**config.mk**
```make
export PLATFORM = sky130hd
export DESIGN_NAME = pipeline_hazard_ctrl
export DESIGN_NICKNAME = d
export VERILOG_FILES = /design/src/rtl/pipeline_hazard_ctrl.sv
export SDC_FILE = /design/constraint.sdc
export NUM_CORES = 1
export LEC_CHECK = 0
export CORE_MARGIN = 1.5
export CORE_UTILIZATION = 48
export CTS_CLUSTER_SIZE = 28
export DETAILED_ROUTE_END_ITERATION = 6
export GPL_TIMING_DRIVEN = 0
export PLACE_DENSITY = 0.77
export SYNTH_ARGS = -nofsm -noshare
export SYNTH_HDL_FRONTEND = slang
export SYNTH_SLANG_ARGS = --single-unit
```
**constraint.sdc**
```tcl
create_clock -name CLK -period 2.68 [get_ports CLK]
set_input_delay 0.402 -clock CLK [delete_from_list [all_inputs] [get_ports CLK]]
set_output_delay 0.402 -clock CLK [all_outputs]
set_load 0.1 [all_outputs]
```
**src/rtl/pipeline_hazard_ctrl.sv**
```systemverilog
// Stall/flush sequencer for the 5-stage pipeline: per-stage enables and flushes,
// a memory-wait/halt state machine, and cycle/stall/redirect performance counters.
module pipeline_hazard_ctrl #(
   parameter int CNT_W = 32
) (
   input  logic             CLK,
   input  logic             nRST,
   input  logic             ihit,
   input  logic             dhit,
   input  logic             dmemren_mem,
   input  logic             dmemwen_mem,
   input  logic             memren_ex,
   input  logic [4:0]       regwrite_ex,
   input  logic [4:0]       rs_id,
   input  logic [4:0]       rt_id,
   input  logic             uses_rt_id,
   input  logic             jump_id,
   input  logic             branch_taken_mem,
   input  logic             halt_wb,
   output logic             pc_en,
   output logic             ifid_en,
   output logic             idex_en,
   output logic             exmem_en,
   output logic             memwb_en,
   output logic             flush_ifid,
   output logic             flush_idex,
   output logic             flush_exmem,
   output logic             halted,
   output logic [CNT_W-1:0] cyc_count,
   output logic [CNT_W-1:0] stall_count,
   output logic [CNT_W-1:0] flush_count
);

   typedef enum logic [1:0] {RUN, MEM_WAIT, HALTED} state_t;

   state_t           r_state;
   logic             r_halted;
   logic [CNT_W-1:0] r_cyc_count;
   logic [CNT_W-1:0] r_stall_count;
   logic [CNT_W-1:0] r_flush_count;

   logic w_memop;
   logic w_hold;
   logic w_adv;
   logic w_lu;
   logic w_redirect;

   assign w_memop = dmemren_mem | dmemwen_mem;
   assign w_hold  = halt_wb | (r_state == HALTED);
   assign w_adv   = ihit & ~w_memop & ~w_hold;
   assign w_lu    = memren_ex & (regwrite_ex != 5'd0) &
                    ((regwrite_ex == rs_id) | (uses_rt_id & (regwrite_ex == rt_id)));
   // A load-use bubble outranks the jump; the jump re-presents after the bubble.
   assign w_redirect = w_adv & (branch_taken_mem | (jump_id & ~w_lu));

   assign memwb_en = ~w_hold & (dhit | w_adv);

   // Flushes stay low whenever the pipe is not advancing: a flush beats the
   // register enable and would wipe out held state.
   always_comb begin
      pc_en       = 1'b0;
      ifid_en     = 1'b0;
      idex_en     = 1'b0;
      exmem_en    = 1'b0;
      flush_ifid  = 1'b0;
      flush_idex  = 1'b0;
      flush_exmem = 1'b0;
      if (w_adv) begin
         pc_en    = 1'b1;
         ifid_en  = 1'b1;
         idex_en  = 1'b1;
         exmem_en = 1'b1;
         if (branch_taken_mem) begin
            flush_ifid  = 1'b1;
            flush_idex  = 1'b1;
            flush_exmem = 1'b1;
         end else if (w_lu) begin
            pc_en      = 1'b0;
            ifid_en    = 1'b0;
            flush_idex = 1'b1;
         end else if (jump_id) begin
            flush_ifid = 1'b1;
         end
      end
   end

   always_ff @(posedge CLK or negedge nRST) begin
      if (!nRST) begin
         r_state  <= RUN;
         r_halted <= 1'b0;
      end else if (halt_wb || r_state == HALTED) begin
         r_state  <= HALTED;
         r_halted <= 1'b1;
      end else begin
         r_halted <= 1'b0;
         case (r_state)
            RUN:      if (w_memop && !dhit) r_state <= MEM_WAIT;
            MEM_WAIT: if (dhit) r_state <= RUN;
            default:  r_state <= RUN;
         endcase
      end
   end

   always_ff @(posedge CLK or negedge nRST) begin
      if (!nRST) begin
         r_cyc_count   <= '0;
         r_stall_count <= '0;
         r_flush_count <= '0;
      end else if (r_state != HALTED) begin
         r_cyc_count <= r_cyc_count + 1'b1;
         if (!pc_en)     r_stall_count <= r_stall_count + 1'b1;
         if (w_redirect) r_flush_count <= r_flush_count + 1'b1;
      end
   end

   assign halted      = r_halted;
   assign cyc_count   = r_cyc_count;
   assign stall_count = r_stall_count;
   assign flush_count = r_flush_count;

endmodule

```
After elaboration in Yosys (flattened, before gate mapping):

Index checks and enable logic that the tools add are counted.

* register bits after elaboration: 99
* input port bits: 26
* output and inout bits: 105
* logic and storage cells: 58

* add/subtract/negate cells: 3
* eq/ne operators: 7
* mux-type cells: 18
* bitwise gates (word level): 17
* reduce and logical (&&, ||, !) cells: 8

Operators by type and width (number)
* 32-bit by 1-bit adder with 32-bit output (second input constant): 3
* 1-bit 2-to-1 mux: 14
* 5-bit == test: 2
* 1-bit AND: 8
* 2-bit 2-to-1 mux: 3
* 3-bit inequality test (second input constant): 2
* 2-bit AND reduction: 3
* 1-bit bitwise OR: 5
* 5-bit nonzero test: 1
* 1-bit inverter: 4
* 2-bit one-hot mux with 2 select lines: 1
* 2-bit by 1-bit == test with 1-bit output (second input constant): 1
* 2-bit == test (second input constant): 1
* 2-bit logical NOT: 1
* 2-bit inequality test (second input constant): 1
* 1-bit logical AND: 1
* 1-bit logical NOT: 1
* 1-bit logical OR: 1

Longest topological paths before layout:

* word-level depth: 9
* mapped depth: 8
* mapped depth without buffers: 7

Worst setup path after synthesis:

No wires, ideal clock.

* kind: input-to-output
* start point: in dmemwen_mem
* end point: out pc_en
* data arrival time: 3.547 ns
* required time: 2.278 ns
* setup slack: -1.269 ns
* stages on the path: 4
* buffers on the path: 1
* cell sequence: nor3b_1 > nor2b_1 > and2_1 > buf_4

* word-level cells in the longest chain between the ends: 5

Ends and longest elaborated chain
* from (decl): RTL line 11 `input logic dmemwen_mem,`
* 1-bit bitwise OR: RTL line 48 `assign w_memop = dmemren_mem | dmemwen_mem;`
* 1-bit inverter: RTL line 50 `assign w_adv = ihit & ~w_memop & ~w_hold;`
* 1-bit AND (2 in series): RTL line 50
* 1-bit 2-to-1 mux
* to (decl): RTL line 20 `output logic pc_en,`

Every way passes these cells.

Worst setup path in the final report:

* start point: in rt_id[2]
* end point: out pc_en

* word-level cells in the longest chain between the ends: 7

Ends and longest elaborated chain
* from (decl): RTL line 15 `input logic [4:0] rt_id,`
* 5-bit == test: RTL line 52 `((regwrite_ex == rs_id) | (uses_rt_id & (regwrite_ex == rt_id)));`
* 1-bit AND: RTL line 52
* 1-bit bitwise OR: RTL line 52
* 1-bit AND: RTL line 51 `assign w_lu = memren_ex & (regwrite_ex != 5'd0) &`
* 1-bit 2-to-1 mux: RTL line 77 `end else if (w_lu) begin`
* 1-bit 2-to-1 mux: RTL line 73 `if (branch_taken_mem) begin`
* 1-bit 2-to-1 mux: RTL line 68 `if (w_adv) begin`

Every way passes these cells.

==> results.cfg <==
[status]
status = finished, violations left
violations = negative setup slack

[floorplanning]
die_h_um = 101.9
coreArea_um2 = 9371
initial_core_util = 0.5008
die_w_um = 101.9
rows = 35
io_pins = 131
die-area_um2 = 10380

[synth]
synth_cell_types = 33
syn_area_um2 = 4693
synth_edf_count = 0
synth_warnings = 0
yosysMostFrequentCell = dfrtp_1
synthTopCellsByArea = dfrtp_1 (53%), xnor2_1 (16%), nand4_1 (4.8%)
synthCells = 429
synthArstFlopShare = 1.000
synth.top_cell.area_share = 0.5279
avgSynthCellArea_um2 = 10.94
seq_area_frac_synth = 0.5279
synth_commonest_cells = dfrtp_1 (99), xnor2_1 (87), nand3_1 (42)
synth_top_area_cell = dfrtp_1
ys_ff_latch = 99
syn-num-nets = 458
ys.flop_type = dfrtp_1

[worst_setup_path]
crit_buf_inv = 4
startpoint_type = input pin
reg2reg_to = stall_count[28]
cp-startpoint = rt_id[2]
slowest_stage = or3_4
crit_cells = 9
cp-end-kind = output port
critPathTopFamily = simple AND/OR/NAND/NOR gates
reg2reg_slack_ps = 460
path_cells = dlygate4sd2_1 -> xor2_1 -> nor4_1 -> a32oi_1 -> or3_4 -> buf_6 -> and2_4 -> buf_4 -> buf_12
crit_path_max_fanout = 3
arrival_ps = 2280
r2r_cells = 7
criticalPathCategory = in2out
cp.required_ps = 2280
cp-endpoint = pc_en
r2r-start = stall_count[9]
max_stage_delay_ps = 410

[clock_network]
h-tree-depth = 3
clk_pin_slew_ps = 90
root_buffer = clkbuf_8
cts_buffers = 9
clk_latency_ps = 360
cts_hold_buf = 0
cts_tree = yes
cts.sinks = 99
cts_buffer_depth = 2

[timing]
max_slew_margin = 0.3204
period_needed_ps = 2686
timing.fmax_mhz = 372.4
hold_violations = 0
setup_ws_ps = -5.643
report.final.setup_viol = 1
timing.hold.ws_ps = 64.49
finalMaxSlewViolations = 0
skew_ps = 10.76
min_period_over_period = 1.002
rsz0062_at_grt = true
tightest_slew_ps = 1016

[place]
placed_area_um2 = 6191
gp_congestion = 0.8510
io_buffers = 130
hpwl_um = 8151

[routing]
ant_nets = 0
wl_met3_um = 674
wl_um = 11150
drt_first_pass_iters = 4
drcViolationCount = 0
top_layer = met4
drt_iter0_markers = 97
wl_met2_um = 5449
vias = 3805
routedLengthMet1_um = 4882
routed_via_density = 5.374
avgRoutedWirePerCell_um = 15.75

[cells_and_area]
drive_gt1_frac = 0.08117
final_util = 0.6848
fin_nets = 603
syn_to_final_growth_pct = 36.74
antennaDiodeCount = 0
stdcell_area_um2 = 6417

[pwr]
leakagePower_nw = 2.733
peakVddDrop_mv = 0.2917
power.total_mw = 2.661
p_per_area_nw_per_um2 = 414.6

[worst_hold_path]
hp-class = in2async

[global_routing]
overflow = 0
antenna_found_initial = 0
grt_first_pass_wirelength_um = 18140
grt_pass1_vias = 3751
grtUsageTotal = 0.2235
grt_max_degree = 51

[run]
cap_violations = 0
-- kinds of logic after synthesis --
family / count (synthesis) / share of synthesized area
AND/OR/NAND/NOR: 198 / 0.2397
flip-flops: 99 / 0.5279
AO/OA/AOI/OAI: 5 / 0.007464
XOR/XNOR: 103 / 0.1922
adder cells (fa/ha/maj): 3 / 0.007999
buffers and inverters: 19 / 0.01919
multiplexers: 2 / 0.005597
-- flip-flops by register name, summed over array words and instances, names as in the netlist --
| register | count |
|---|---|
| cyc_count | 32 |
| flush_count | 32 |
| stall_count | 32 |
| r_state | 2 |
| halted | 1 |
-- stage by stage --
step           std cells  setup WS (ps)  setup TNS, ps
2_1_floorplan        429          61.37              0
3_3_place_gp         688          -2484        -250840
3_5_place_dp         689          -1268          -5650
4_1_cts              707          1.928              0
5_1_grt              708         -51.90         -51.90
6_report             708         -5.643         -5.643
-- layer usage --
metal,GRT usage,up-vias
met2,0.3708,112
met4,0.06428,0
met3,0.05609,16
li1,-,1788
met1,0.2929,1889
met5,0,-
-- cell usage in the layout, fill, tap and decap left out, types with 3 or more instances in the layout --
| cell | count |
|---|---|
| clkbuf_1 | 7 |
| dlygate4sd2_1 | 6 |
| nand4_1 | 36 |
| buf_2 | 7 |
| xor2_1 | 16 |
| clkdlybuf4s50_1 | 112 |
| clkinvlp_4 | 4 |
| clkbuf_8 | 9 |
| xnor2_1 | 87 |
| nand2b_1 | 3 |
| ha_1 | 3 |
| nand2_1 | 27 |
| dfrtp_1 | 99 |
| and4_1 | 10 |
| buf_4 | 7 |
| and2_1 | 10 |
| clkdlybuf4s15_2 | 4 |
| nor2_1 | 13 |
| nor3_1 | 5 |
| and3_1 | 35 |
| nand3_1 | 42 |
-- layout make-up --
type	instances	area, µm²
Fill cell	746	2954
Sequential cell	99	2477
Multi-Input combinational cell	311	2141
Timing Repair Buffer	135	1369
Tap cell	129	161.4
Clock buffer	10	127.6
Buffer	17	87.58
Clock inverter	6	50.05
Inverter	1	3.754
-- worst min-delay path by stage --
stage,to,slack [ps],cells after the start
2_1_floorplan,cyc_count[0],110,0
3_5_place_dp,r_state[0],460,1
3_3_place_gp,r_state[0],440,1
4_1_cts,cyc_count[10],80,1
5_1_grt,cyc_count[11],90,1
6_report,cyc_count[10],60,1
-- where the power goes --
| group | internal [mW] | total, mW | switching [mW] |
|---|---|---|---|
| registers | 1.50 | 1.52 | 0.0161 |
| clock network | 0.346 | 0.882 | 0.536 |
| logic | 0.0802 | 0.259 | 0.179 |
| total | 1.93 | 2.66 | 0.731 |
-- worst reg2reg max path, delay by kind of cell (launching register included) --
family                 cells  cell delay, ps
buffers and inverters      1             220
flip-flops                 1             450
AND/OR/NAND/NOR            5            1260
XOR/XNOR                   1             210
-- repair_timing --
| item | in CTS | in global routing |
|---|---|---|
| pin swaps | 3 | 4 |
| cloned | 0 | 0 |
| gates resized for setup | 53 | 5 |
| setup buffers | 3 | 1 |
| setup endpoints to repair | 8 | 4 |
Power figures use the tool's default switching activity.
